$ cat src/rtl/spi_cfg_pkg.sv
// spi_cfg_pkg: shared types and constants for the SPI configuration register bank
//   state_t      : frame FSM states
//   CMD_BITS     : length of the command byte
//   WR_BIT       : position of the write flag inside the command byte
//   DEF_RST_VALS : default reset value per register, index 0 = register 0
package spi_cfg_pkg;
   typedef enum logic [1:0] {ST_IDLE, ST_CMD, ST_DATA, ST_DONE} state_t;
   localparam int CMD_BITS = 8;
   localparam int WR_BIT = 7;
   localparam logic [31:0] DEF_RST_VALS [8] = '{
      32'h0000_A8C0, 32'h0000_AF00, 32'h1, 32'h1, 32'h0, 32'h0010, 32'h0, 32'h0
   };
endpackage

$ cat src/rtl/spi_cfg_regbank_sync.sv
// spi_sync: two-flop synchronizer for one asynchronous SPI input
//   clk, rst_n : system clock, asynchronous active-low reset
//   d          : asynchronous input
//   q          : synchronized output, RST_VAL while in reset
module spi_sync #(
   parameter logic RST_VAL = 1'b0
) (
   input  logic clk,
   input  logic rst_n,
   input  logic d,
   output logic q
);
   logic meta;
   always_ff @(posedge clk or negedge rst_n) begin
      if (!rst_n) begin
         meta <= RST_VAL;
         q    <= RST_VAL;
      end else begin
         meta <= d;
         q    <= meta;
      end
   end
endmodule

$ cat src/rtl/spi_cfg_regbank.sv
// spi_cfg_regbank: SPI mode-0 slave giving read/write access to a bank of configuration registers
//   clk, rst_n      : system clock, asynchronous active-low reset
//   spi_sclk/cs_n   : SPI clock and chip select, asynchronous to clk
//   spi_mosi        : serial data in, command byte then DATA_W data bits, MSB first
//   spi_miso        : serial read data, straight from a clk-domain flop
//   cfg_q           : register i at [i*DATA_W +: DATA_W]
//   cfg_wr          : one-cycle strobe of the register that was written
//   config_updated  : one-cycle pulse on any committed write
//   frame_err       : one-cycle pulse on an aborted frame or an out-of-range address
module spi_cfg_regbank
   import spi_cfg_pkg::*;
#(
   parameter int NUM_REGS = 8,
   parameter int DATA_W = 32,
   parameter logic [31:0] RST_VALS [NUM_REGS] = DEF_RST_VALS
) (
   input  logic                       clk,
   input  logic                       rst_n,
   input  logic                       spi_sclk,
   input  logic                       spi_cs_n,
   input  logic                       spi_mosi,
   output logic                       spi_miso,
   output logic [NUM_REGS*DATA_W-1:0] cfg_q,
   output logic [NUM_REGS-1:0]        cfg_wr,
   output logic                       config_updated,
   output logic                       frame_err
);
   localparam int CW = $clog2(DATA_W + CMD_BITS);
   localparam logic [CW-1:0] CMD_LAST = CW'(CMD_BITS - 1);
   localparam logic [CW-1:0] CMD_DONE = CW'(CMD_BITS);
   localparam logic [CW-1:0] DATA_LAST = CW'(DATA_W + CMD_BITS - 1);

   logic sclk_s, cs_s, mosi_s, sclk_d, cs_d, rise, fall, cs_fall, addr_ok, cmd_ok, wr;
   logic [2:0] rdy;
   logic [CW-1:0] cnt;
   logic [6:0] addr;
   logic [DATA_W-2:0] sh_in;
   logic [DATA_W-1:0] sh_next, sh_out, rd_val;
   logic [CMD_BITS-1:0] cmd;
   logic [DATA_W-1:0] regs [NUM_REGS];
   state_t state;

   spi_sync #(.RST_VAL(1'b0)) u_sclk (.clk(clk), .rst_n(rst_n), .d(spi_sclk), .q(sclk_s));
   spi_sync #(.RST_VAL(1'b1)) u_cs   (.clk(clk), .rst_n(rst_n), .d(spi_cs_n), .q(cs_s));
   spi_sync #(.RST_VAL(1'b0)) u_mosi (.clk(clk), .rst_n(rst_n), .d(spi_mosi), .q(mosi_s));

   assign rise = sclk_s & ~sclk_d;
   assign fall = ~sclk_s & sclk_d;
   // rdy holds off edge detection until cs_d carries a real post-reset sample,
   // so a cs_n held low through reset never looks like a fresh falling edge
   assign cs_fall = rdy[2] & cs_d & ~cs_s;
   assign sh_next = {sh_in, mosi_s};
   assign cmd = sh_next[CMD_BITS-1:0];
   assign cmd_ok = {1'b0, cmd[6:0]} < 8'(NUM_REGS);
   assign addr_ok = {1'b0, addr} < 8'(NUM_REGS);
   assign spi_miso = sh_out[DATA_W-1];

   always_comb begin
      rd_val = '0;
      for (int i = 0; i < NUM_REGS; i++) rd_val = (cmd[6:0] == 7'(i)) ? regs[i] : rd_val;
   end

   for (genvar g = 0; g < NUM_REGS; g++) begin : g_q
      assign cfg_q[g*DATA_W +: DATA_W] = regs[g];
   end

   always_ff @(posedge clk or negedge rst_n) begin
      if (!rst_n) begin
         state <= ST_IDLE;
         cnt <= '0;
         sh_in <= '0;
         sh_out <= '0;
         addr <= '0;
         wr <= 1'b0;
         sclk_d <= 1'b0;
         cs_d <= 1'b1;
         rdy <= '0;
         cfg_wr <= '0;
         config_updated <= 1'b0;
         frame_err <= 1'b0;
         for (int i = 0; i < NUM_REGS; i++) regs[i] <= RST_VALS[i][DATA_W-1:0];
      end else begin
         sclk_d <= sclk_s;
         cs_d <= cs_s;
         rdy <= {rdy[1:0], 1'b1};
         cfg_wr <= '0;
         config_updated <= 1'b0;
         frame_err <= 1'b0;
         // cs_n high wins over any sclk edge seen in the same cycle
         if (cs_s) begin
            state <= ST_IDLE;
            sh_out <= '0;
            frame_err <= (state == ST_CMD) || (state == ST_DATA);
         end else begin
            case (state)
               ST_IDLE: if (cs_fall) begin
                  state <= ST_CMD;
                  cnt <= '0;
               end
               ST_CMD: if (rise) begin
                  sh_in <= sh_next[DATA_W-2:0];
                  cnt <= cnt + 1'b1;
                  if (cnt == CMD_LAST) begin
                     state <= ST_DATA;
                     wr <= cmd[WR_BIT];
                     addr <= cmd[6:0];
                     sh_out <= (!cmd[WR_BIT] && cmd_ok) ? rd_val : '0;
                     frame_err <= !cmd[WR_BIT] && !cmd_ok;
                  end
               end
               ST_DATA: if (rise) begin
                  sh_in <= sh_next[DATA_W-2:0];
                  cnt <= cnt + 1'b1;
                  if (cnt == DATA_LAST) begin
                     state <= ST_DONE;
                     sh_out <= '0;
                     config_updated <= wr && addr_ok;
                     frame_err <= wr && !addr_ok;
                     for (int i = 0; i < NUM_REGS; i++) begin
                        if (wr && addr == 7'(i)) begin
                           regs[i] <= sh_next;
                           cfg_wr[i] <= 1'b1;
                        end
                     end
                  end
               // the falling edge that closes the command byte must not shift:
               // the master has not yet sampled the first data bit
               end else if (fall && cnt != CMD_DONE) begin
                  sh_out <= {sh_out[DATA_W-2:0], 1'b0};
               end
               default: ;
            endcase
         end
      end
   end
endmodule

$ cat config.mk
export PLATFORM = sky130hd
export DESIGN_NAME = spi_cfg_regbank
export DESIGN_NICKNAME = d
export VERILOG_FILES = /design/src/rtl/spi_cfg_pkg.sv /design/src/rtl/spi_cfg_regbank_sync.sv /design/src/rtl/spi_cfg_regbank.sv
export SDC_FILE = /design/constraint.sdc
export NUM_CORES = 1
export LEC_CHECK = 0
export ABC_AREA = 1
export CAP_MARGIN = 40
export CELL_PAD_IN_SITES_DETAIL_PLACEMENT = 1
export CELL_PAD_IN_SITES_GLOBAL_PLACEMENT = 2
export CORE_UTILIZATION = 32
export CTS_BUF_LIST = sky130_fd_sc_hd__clkbuf_8
export DETAILED_ROUTE_END_ITERATION = 6
export PLACE_DENSITY = 0.84
export SYNTH_ARGS = -nofsm -noshare
export SYNTH_HDL_FRONTEND = slang
export SYNTH_HIERARCHICAL = 1
export SYNTH_SLANG_ARGS = --single-unit
$ cat constraint.sdc
create_clock -name clk -period 2.2 [get_ports clk]
set_input_delay 0.44 -clock clk [delete_from_list [all_inputs] [get_ports clk]]
set_output_delay 0.44 -clock clk [all_outputs]
set_load 0.05 [all_outputs]
==> results of run 1 <==
cell usage after synthesis (all sizes together):
cell     count
o22ai        1
nand3      112
dfstp       17
a21oi       60
buf         19
or2          9
ha           6
nor4         3
o211ai       1
dfrtp      339
nand2      605
nand4       33
inv        130
and2         1
nor3b        1
o2111ai      1
o32ai        1
o21ai      330
a311oi       1
o21bai       3
clkbuf      97
and3         1
nor2       123
conb         1
nor3        16
sequential cells by signal (all words and copies together), names as in the netlist:
signal          flops
addr                7
cfg_q             256
cfg_wr              8
cnt                 6
config_updated      1
cs_d                1
frame_err           1
rdy                 3
sclk_d              1
sh_in              31
sh_out             32
state               2
u_cs/meta           1
u_cs/q              1
u_mosi/meta         1
u_mosi/q            1
u_sclk/meta         1
u_sclk/q            1
wr                  1
cell type report:
type,instances,area share [%]
multi-input combinational,1309,28.6
inverter,130,2.38
timing repair buffer,346,15.4
tap,656,3.97
antenna,2,0.0242
sequential,356,43.2
clock buffer,80,5.33
clock inverter,43,1.04
layer usage:
| layer | vias to the layer above | GRT usage, % | share of wire [%] |
|---|---|---|---|
| li1 | 6812 | - | - |
| met1 | 7341 | 34.9 | 47 |
| met2 | 367 | 37.7 | 45 |
| met3 | 92 | 5.12 | 5.2 |
| met4 | 0 | 7.98 | 2.9 |
| met5 | - | 0 | 0 |
repair_timing:
item,CTS,global route
gates resized for setup,225,23
setup endpoints to repair,229,112
pin swaps,0,5
hold buffers,1,0
buffers inserted,0,6
hold endpoints to repair,31,0
how the worst max path moves through the flow:
stage	slack [ns]	cells past startpoint	from	to
5_1_grt	-0.04	15	sh_in[4]$_DFFE_PN0P_	sh_out[24]$_DFFE_PN0P_
2_1_floorplan	0.19	11	state[0]$_DFFE_PN0P_	cfg_q[85]$_DFFE_PN0P_
4_1_cts	0.01	1	cfg_q[96]$_DFFE_PN1P_	cfg_q[96]
3_3_place_gp	0.06	14	u_mosi/q$_DFF_PN0_	sh_out[19]$_DFFE_PN0P_
6_report	0.05	1	cfg_q[164]$_DFFE_PN1P_	cfg_q[164]
3_5_place_dp	-0.04	14	sh_in[4]$_DFFE_PN0P_	sh_out[19]$_DFFE_PN0P_
logic make-up after synthesis:
| logic type | after synthesis | share of synthesized area [%] |
|---|---|---|
| AO/OA/AOI/OAI | 398 | 12.8 |
| buffers and inverters | 246 | 6.17 |
| adder cells (fa/ha/maj) | 6 | 0.477 |
| flip-flops | 356 | 56.8 |
| AND/OR/NAND/NOR | 904 | 23.7 |
| other | 1 | 0.0238 |
where the power goes:
group	total, W	internal, W	switching, W
Clock	0.00635	0.00342	0.00293
Sequential	0.00718	0.00693	0.000243
Combinational	0.00502	0.00154	0.00349
stage by stage:
stage	util (%)	area, µm²	setup TNS, ns	instances
after floorplan	-	15700	0	1911
after global placement	40.5	19500	0	2791
after detailed placement	40.5	19500	-0.0366	2791
after CTS	42.7	20600	0	2915
after global routing	42.9	20700	-0.277	2920
final	42.9	20700	0	2922
==> flow_summary.yaml, run 1 <==
run_status:
  result_of_the_run: "finished, final reports clean"
die:
  fp.coreArea_mm2: 0.0481
  pin_count: 272
  dieWidth_um: 224
  initial_core_util_pct: 32.7
  floorplan.die.height_um: 224
  std_cell_rows: 80
  die_area_mm2: 0.0500
power:
  cellPowerDensity_mw_per_mm2: 898
  p_leak_nw: 10.5
  max-vdd-ir-drop_uv: 451
  total_power_w: 0.0186
route:
  num_vias: 14612
  final_antenna_net_count: 0
  drt-total-wl_mm: 60.6
  route.detailed.vias_per_inst: 5.00
  wire_per_inst_um: 20.7
  firstDrtPassIters: 5
  drc_errors: 0
  drt_iter0_markers: 955
yosys:
  yosys.area.top_type: "dfrtp_1"
  post_synth_main_area_contributors: "dfrtp_1 54%, nand2_1 14%, o21ai_0 9.4%"
  postSynthCellCount: 1911
  synth_fp_nets: 1922
  yosys_warnings: 6
  synth_top_area_share_pct: 53.9
  seq_area_frac_synth_pct: 56.8
  number_of_synthesized_register_bits: 356
  synth.distinct_cells: 35
  post_synth_instance_area_mm2: 0.0157
  syn_area_per_cell_um2: 8.23
setup_path:
  critPathKind: "flop to output pin"
  slowest_stage: "dfstp_2"
  cp.arrival_ns: 1.71
  critical_path.max_stage_delay_ns: 0.55
  critical_path.startpoint_type: "flop"
  critical_path.top_delay_family: "flip-flops"
  worst-r2r-cell-count: 13
  worst-path-max-fanout: 3
  critical_path_buf_inv_count: 1
  r2r_setup_slack_ns: 0.11
  crit_path_cell_trace: "dlygate4sd2_1"
  crit-reg2reg-launch: "sh_in[4]$_DFFE_PN0P_"
  critical_path.reg2reg.endpoint: "sh_out[27]$_DFFE_PN0P_"
  cp_data_required_time_ns: 1.76
  worstSetupEndpointType: "output pin"
clocking:
  clock_tree_from_tritoncts: "yes"
  max-clock-path-buffers: 3
  h-tree-depth: 3
  cts_root_buf: "clkbuf_8"
  clock_sinks: 356
  insertion_delay_ns: 0.65
  cts_inserted_buffers: 68
  clk_pin_slew_worst_paths_ns: 0.06
final_layout:
  area_of_all_sequential_standard_cells_mm2: 0.00893
  num-nets-final: 2222
  multi_input_area_mm2: 0.00592
  area.growth.synth_to_final_pct: 31.4
  final_layout_size_suffix_gt1_share_pct: 12.2
  final_common_cell: "nand2_1"
  filler_cell_count: 5806
  mostFrequentLayoutCells: "594 x nand2_1, 339 x dfrtp_1, 293 x o21ai_0"
sta:
  achievable-frequency_ghz: 0.465
  fin_skew_ns: 0.0404
  max_slew.worst_pin.slew_ns: 0.615
  final.setup.worst_slack_ns: 0.0499
  final_hold_viol_count: 0
  worst_hold_slack_ns: 0.221
  timing.max_slew.rel_slack_pct: 59.2
  final_count_of_negative_setup_slack_endpoints: 0
  min_period_over_period_pct: 97.7
  layout_min_cycle_time_ns: 2.15
  maxSlewViolCount: 0
  rsz0062_at_grt: "yes"
worst_hold_path:
  hold_class: "input pin to flop"
  hold_path_depth: 1
  worstHoldStart: "spi_cs_n"
  hold_worst_path_end: "u_cs/meta$_DFF_PN1_"
place:
  port_buffers: 271
  place_hpwl_mm: 43.7
  place_congestion: 0.871
  dp_slack_ns: -0.0357
global_route:
  grt_use_total_pct: 24.7
  number_of_antenna_violations_at_the_first_check_in_global_routing: 1
  vias_in_the_first_global_route: 15006
  grt_first_pass_wirelength_mm: 93.4
  gr-total-overflow: 0
  grt_start_max_net_pins: 68
run:
  max_cap_viol_count: 0
No activity file was read; power rests on OpenSTA's default activity.
==> inputs of run 2 (changes only) <==
--- a/config.mk
+++ b/config.mk
@@ -13,6 +13,7 @@
 export CTS_BUF_LIST = sky130_fd_sc_hd__clkbuf_8
 export DETAILED_ROUTE_END_ITERATION = 6
 export PLACE_DENSITY = 0.84
+export SKIP_LAST_GASP = 1
 export SYNTH_ARGS = -nofsm -noshare
 export SYNTH_HDL_FRONTEND = slang
 export SYNTH_HIERARCHICAL = 1
==> flow_summary.yaml, run 2 (synthesis gave the netlist of run 1 again) <==
clocking:
  insertion_delay_ns: 0.64
  max-clock-path-buffers: 3
  h-tree-depth: 3
  clock_sinks: 356
  cts_inserted_buffers: 68
  clk_pin_slew_worst_paths_ns: 0.06
  clock_tree_from_tritoncts: "yes"
  cts_root_buf: "clkbuf_8"
setup_path:
  critical_path_buf_inv_count: 1
  cp_data_required_time_ns: 1.76
  worstSetupEndpointType: "output pin"
  worst-r2r-cell-count: 13
  critical_path.startpoint_type: "flop"
  slowest_stage: "dfstp_2"
  cp.arrival_ns: 1.70
  worstSetupPathDepth: 1
  critical_path.top_delay_family: "flip-flops"
  worst-path-max-fanout: 3
  crit_path_cell_trace: "clkdlybuf4s15_1"
  critical_path.max_stage_delay_ns: 0.55
  critPathKind: "flop to output pin"
die:
  pin_count: 272
  std_cell_rows: 80
  fp.coreArea_mm2: 0.0481
  dieWidth_um: 224
  initial_core_util_pct: 32.7
  die_area_mm2: 0.0500
  floorplan.die.height_um: 224
sta:
  max_slew.worst_pin.slew_ns: 0.610
  achievable-frequency_ghz: 0.466
  final_count_of_negative_setup_slack_endpoints: 0
  min_period_over_period_pct: 97.5
  final_hold_viol_count: 0
  final.setup.worst_slack_ns: 0.0556
  layout_min_cycle_time_ns: 2.14
  fin_skew_ns: 0.0367
  maxSlewViolCount: 0
  rsz0062_at_grt: "yes"
  timing.setup.tns_ns: 0
  timing.max_slew.rel_slack_pct: 59.5
worst_hold_path:
  hold_path_depth: 1
  hold_class: "input pin to flop"
route:
  num_vias: 14492
  final_antenna_net_count: 0
  drt_iter0_markers: 941
  route.detailed.vias_per_inst: 4.96
  firstDrtPassIters: 5
  drc_errors: 0
  wire_per_inst_um: 20.8
  drt-total-wl_mm: 60.7
final_layout:
  final_common_cell: "nand2_1"
  number_of_flip_flops_in_the_largest_register: 256
  filler_cell_count: 5810
  final_layout_size_suffix_gt1_share_pct: 12.1
  finish.instance_area_mm2: 0.0206
  mostFrequentLayoutCells: "595 x nand2_1, 339 x dfrtp_1, 293 x o21ai_0"
  area.growth.synth_to_final_pct: 31.3
  num-nets-final: 2222
place:
  dp_slack_ns: -0.0357
  port_buffers: 271
  placed_area_mm2: 0.0195
  place_hpwl_mm: 43.7
  place_congestion: 0.871
power:
  clock_power_share_pct: 34.2
  seq_power_share_pct: 38.7
  power.share.switching_pct: 35.9
  cellPowerDensity_mw_per_mm2: 898
  power_switching_w: 0.00665
  cellInternalPower_w: 0.0119
  max-vdd-ir-drop_uv: 450
  pwr-share-comb_pct: 27.1
  p_leak_nw: 10.5
global_route:
  number_of_antenna_violations_at_the_first_check_in_global_routing: 1
  grt_start_max_net_pins: 68
  vias_in_the_first_global_route: 15006
  grt_first_pass_wirelength_mm: 93.4
  grt_use_total_pct: 24.7
  gr-total-overflow: 0
run_status:
  result_of_the_run: "finished, final reports clean"
run:
  max_cap_viol_count: 0
run 2: cell types whose count changed in the layout (fill, tap and decap cells not counted):
cell and change:
ha_2 -1, nor3_2 +1, ha_1 +1, nand2_2 -1
nand2_1 +1, diode_2 -1, nor3_4 -1
run 2: per-layer routing:
| metal | GRT usage, % | part of all wire (%) | vias up |
|---|---|---|---|
| met5 | 0 | 0 | - |
| met4 | 7.98 | 2.8 | 0 |
| met3 | 5.12 | 4.9 | 88 |
| met2 | 37.7 | 45 | 320 |
| met1 | 34.9 | 47 | 7282 |
| li1 | - | - | 6802 |
run 2: power by group through the flow:
| stage | sequential, W | clock [W] | combinational (W) |
|---|---|---|---|
| after global routing | 0.00723 | 0.00681 | 0.00563 |
| after floorplan | 0.00727 | 0 | 0.00293 |
| final | 0.00718 | 0.00634 | 0.00502 |
| after global placement | 0.00727 | 0 | 0.00481 |
| after detailed placement | 0.00728 | 0 | 0.00491 |
| after CTS | 0.00717 | 0.00651 | 0.00493 |
run 2: stage by stage:
stage	hold slack (ns)	std cells	util, %	power, W
5_1_grt	0.212	2920	42.9	0.0197
2_1_floorplan	0.144	1911	-	0.0102
4_1_cts	0.189	2915	42.7	0.0186
6_report	0.222	2921	42.9	0.0185
3_3_place_gp	0.339	2791	40.5	0.0121
3_5_place_dp	0.336	2791	40.5	0.0122
run 2: path summary, 6_finish.rpt:
kind	start	to	slack, ns
max in group asynchronous	rst_n	cfg_q[13]$_DFFE_PN1P_	1.06
worst min-delay path	spi_cs_n	u_cs/meta$_DFF_PN1_	0.22
min in group asynchronous	rst_n	state[0]$_DFFE_PN0P_	0.32
worst min register to register	u_mosi/meta$_DFF_PN0_	u_mosi/q$_DFF_PN0_	0.35
worst max-delay path	cfg_q[96]$_DFFE_PN1P_	cfg_q[96]	0.06
worst max register to register	sh_in[4]$_DFFE_PN0P_	sh_out[19]$_DFFE_PN0P_	0.10
run 2: layout make-up:
| class | count | area [µm²] | share of cell area (%) |
|---|---|---|---|
| diodes | 1 | 2.50 | 0.0121 |
| clock buffers | 80 | 1100 | 5.33 |
| clock inverters | 43 | 215 | 1.04 |
| inverters | 130 | 492 | 2.38 |
| multi-input cells | 1309 | 5900 | 28.6 |
| flip-flops and latches | 356 | 8930 | 43.2 |
| well taps | 656 | 821 | 3.98 |
| repair buffers | 346 | 3180 | 15.4 |
run 2: worst reg2reg max path, cell delays in order, from the launching register on:
cell and delay, ns:
dfrtp_1 0.39, inv_1 0.09, nand2_1 0.10, nor2_4 0.25, buf_4 0.17, nand2_1 0.10
buf_4 0.22, or2_2 0.30, nand2_1 0.08, nand2_1 0.07, nand2_1 0.07, nand2_1 0.05
nand2_1 0.07, nand2_1 0.05
run 2: repair_timing:
| item | CTS | global route |
|---|---|---|
| pin swaps | 0 | 5 |
| gates resized for setup | 224 | 21 |
| endpoints found under the setup margin | 229 | 113 |
| setup buffers | 0 | 6 |
| hold buffers | 1 | 0 |
| hold endpoints to repair | 31 | 0 |
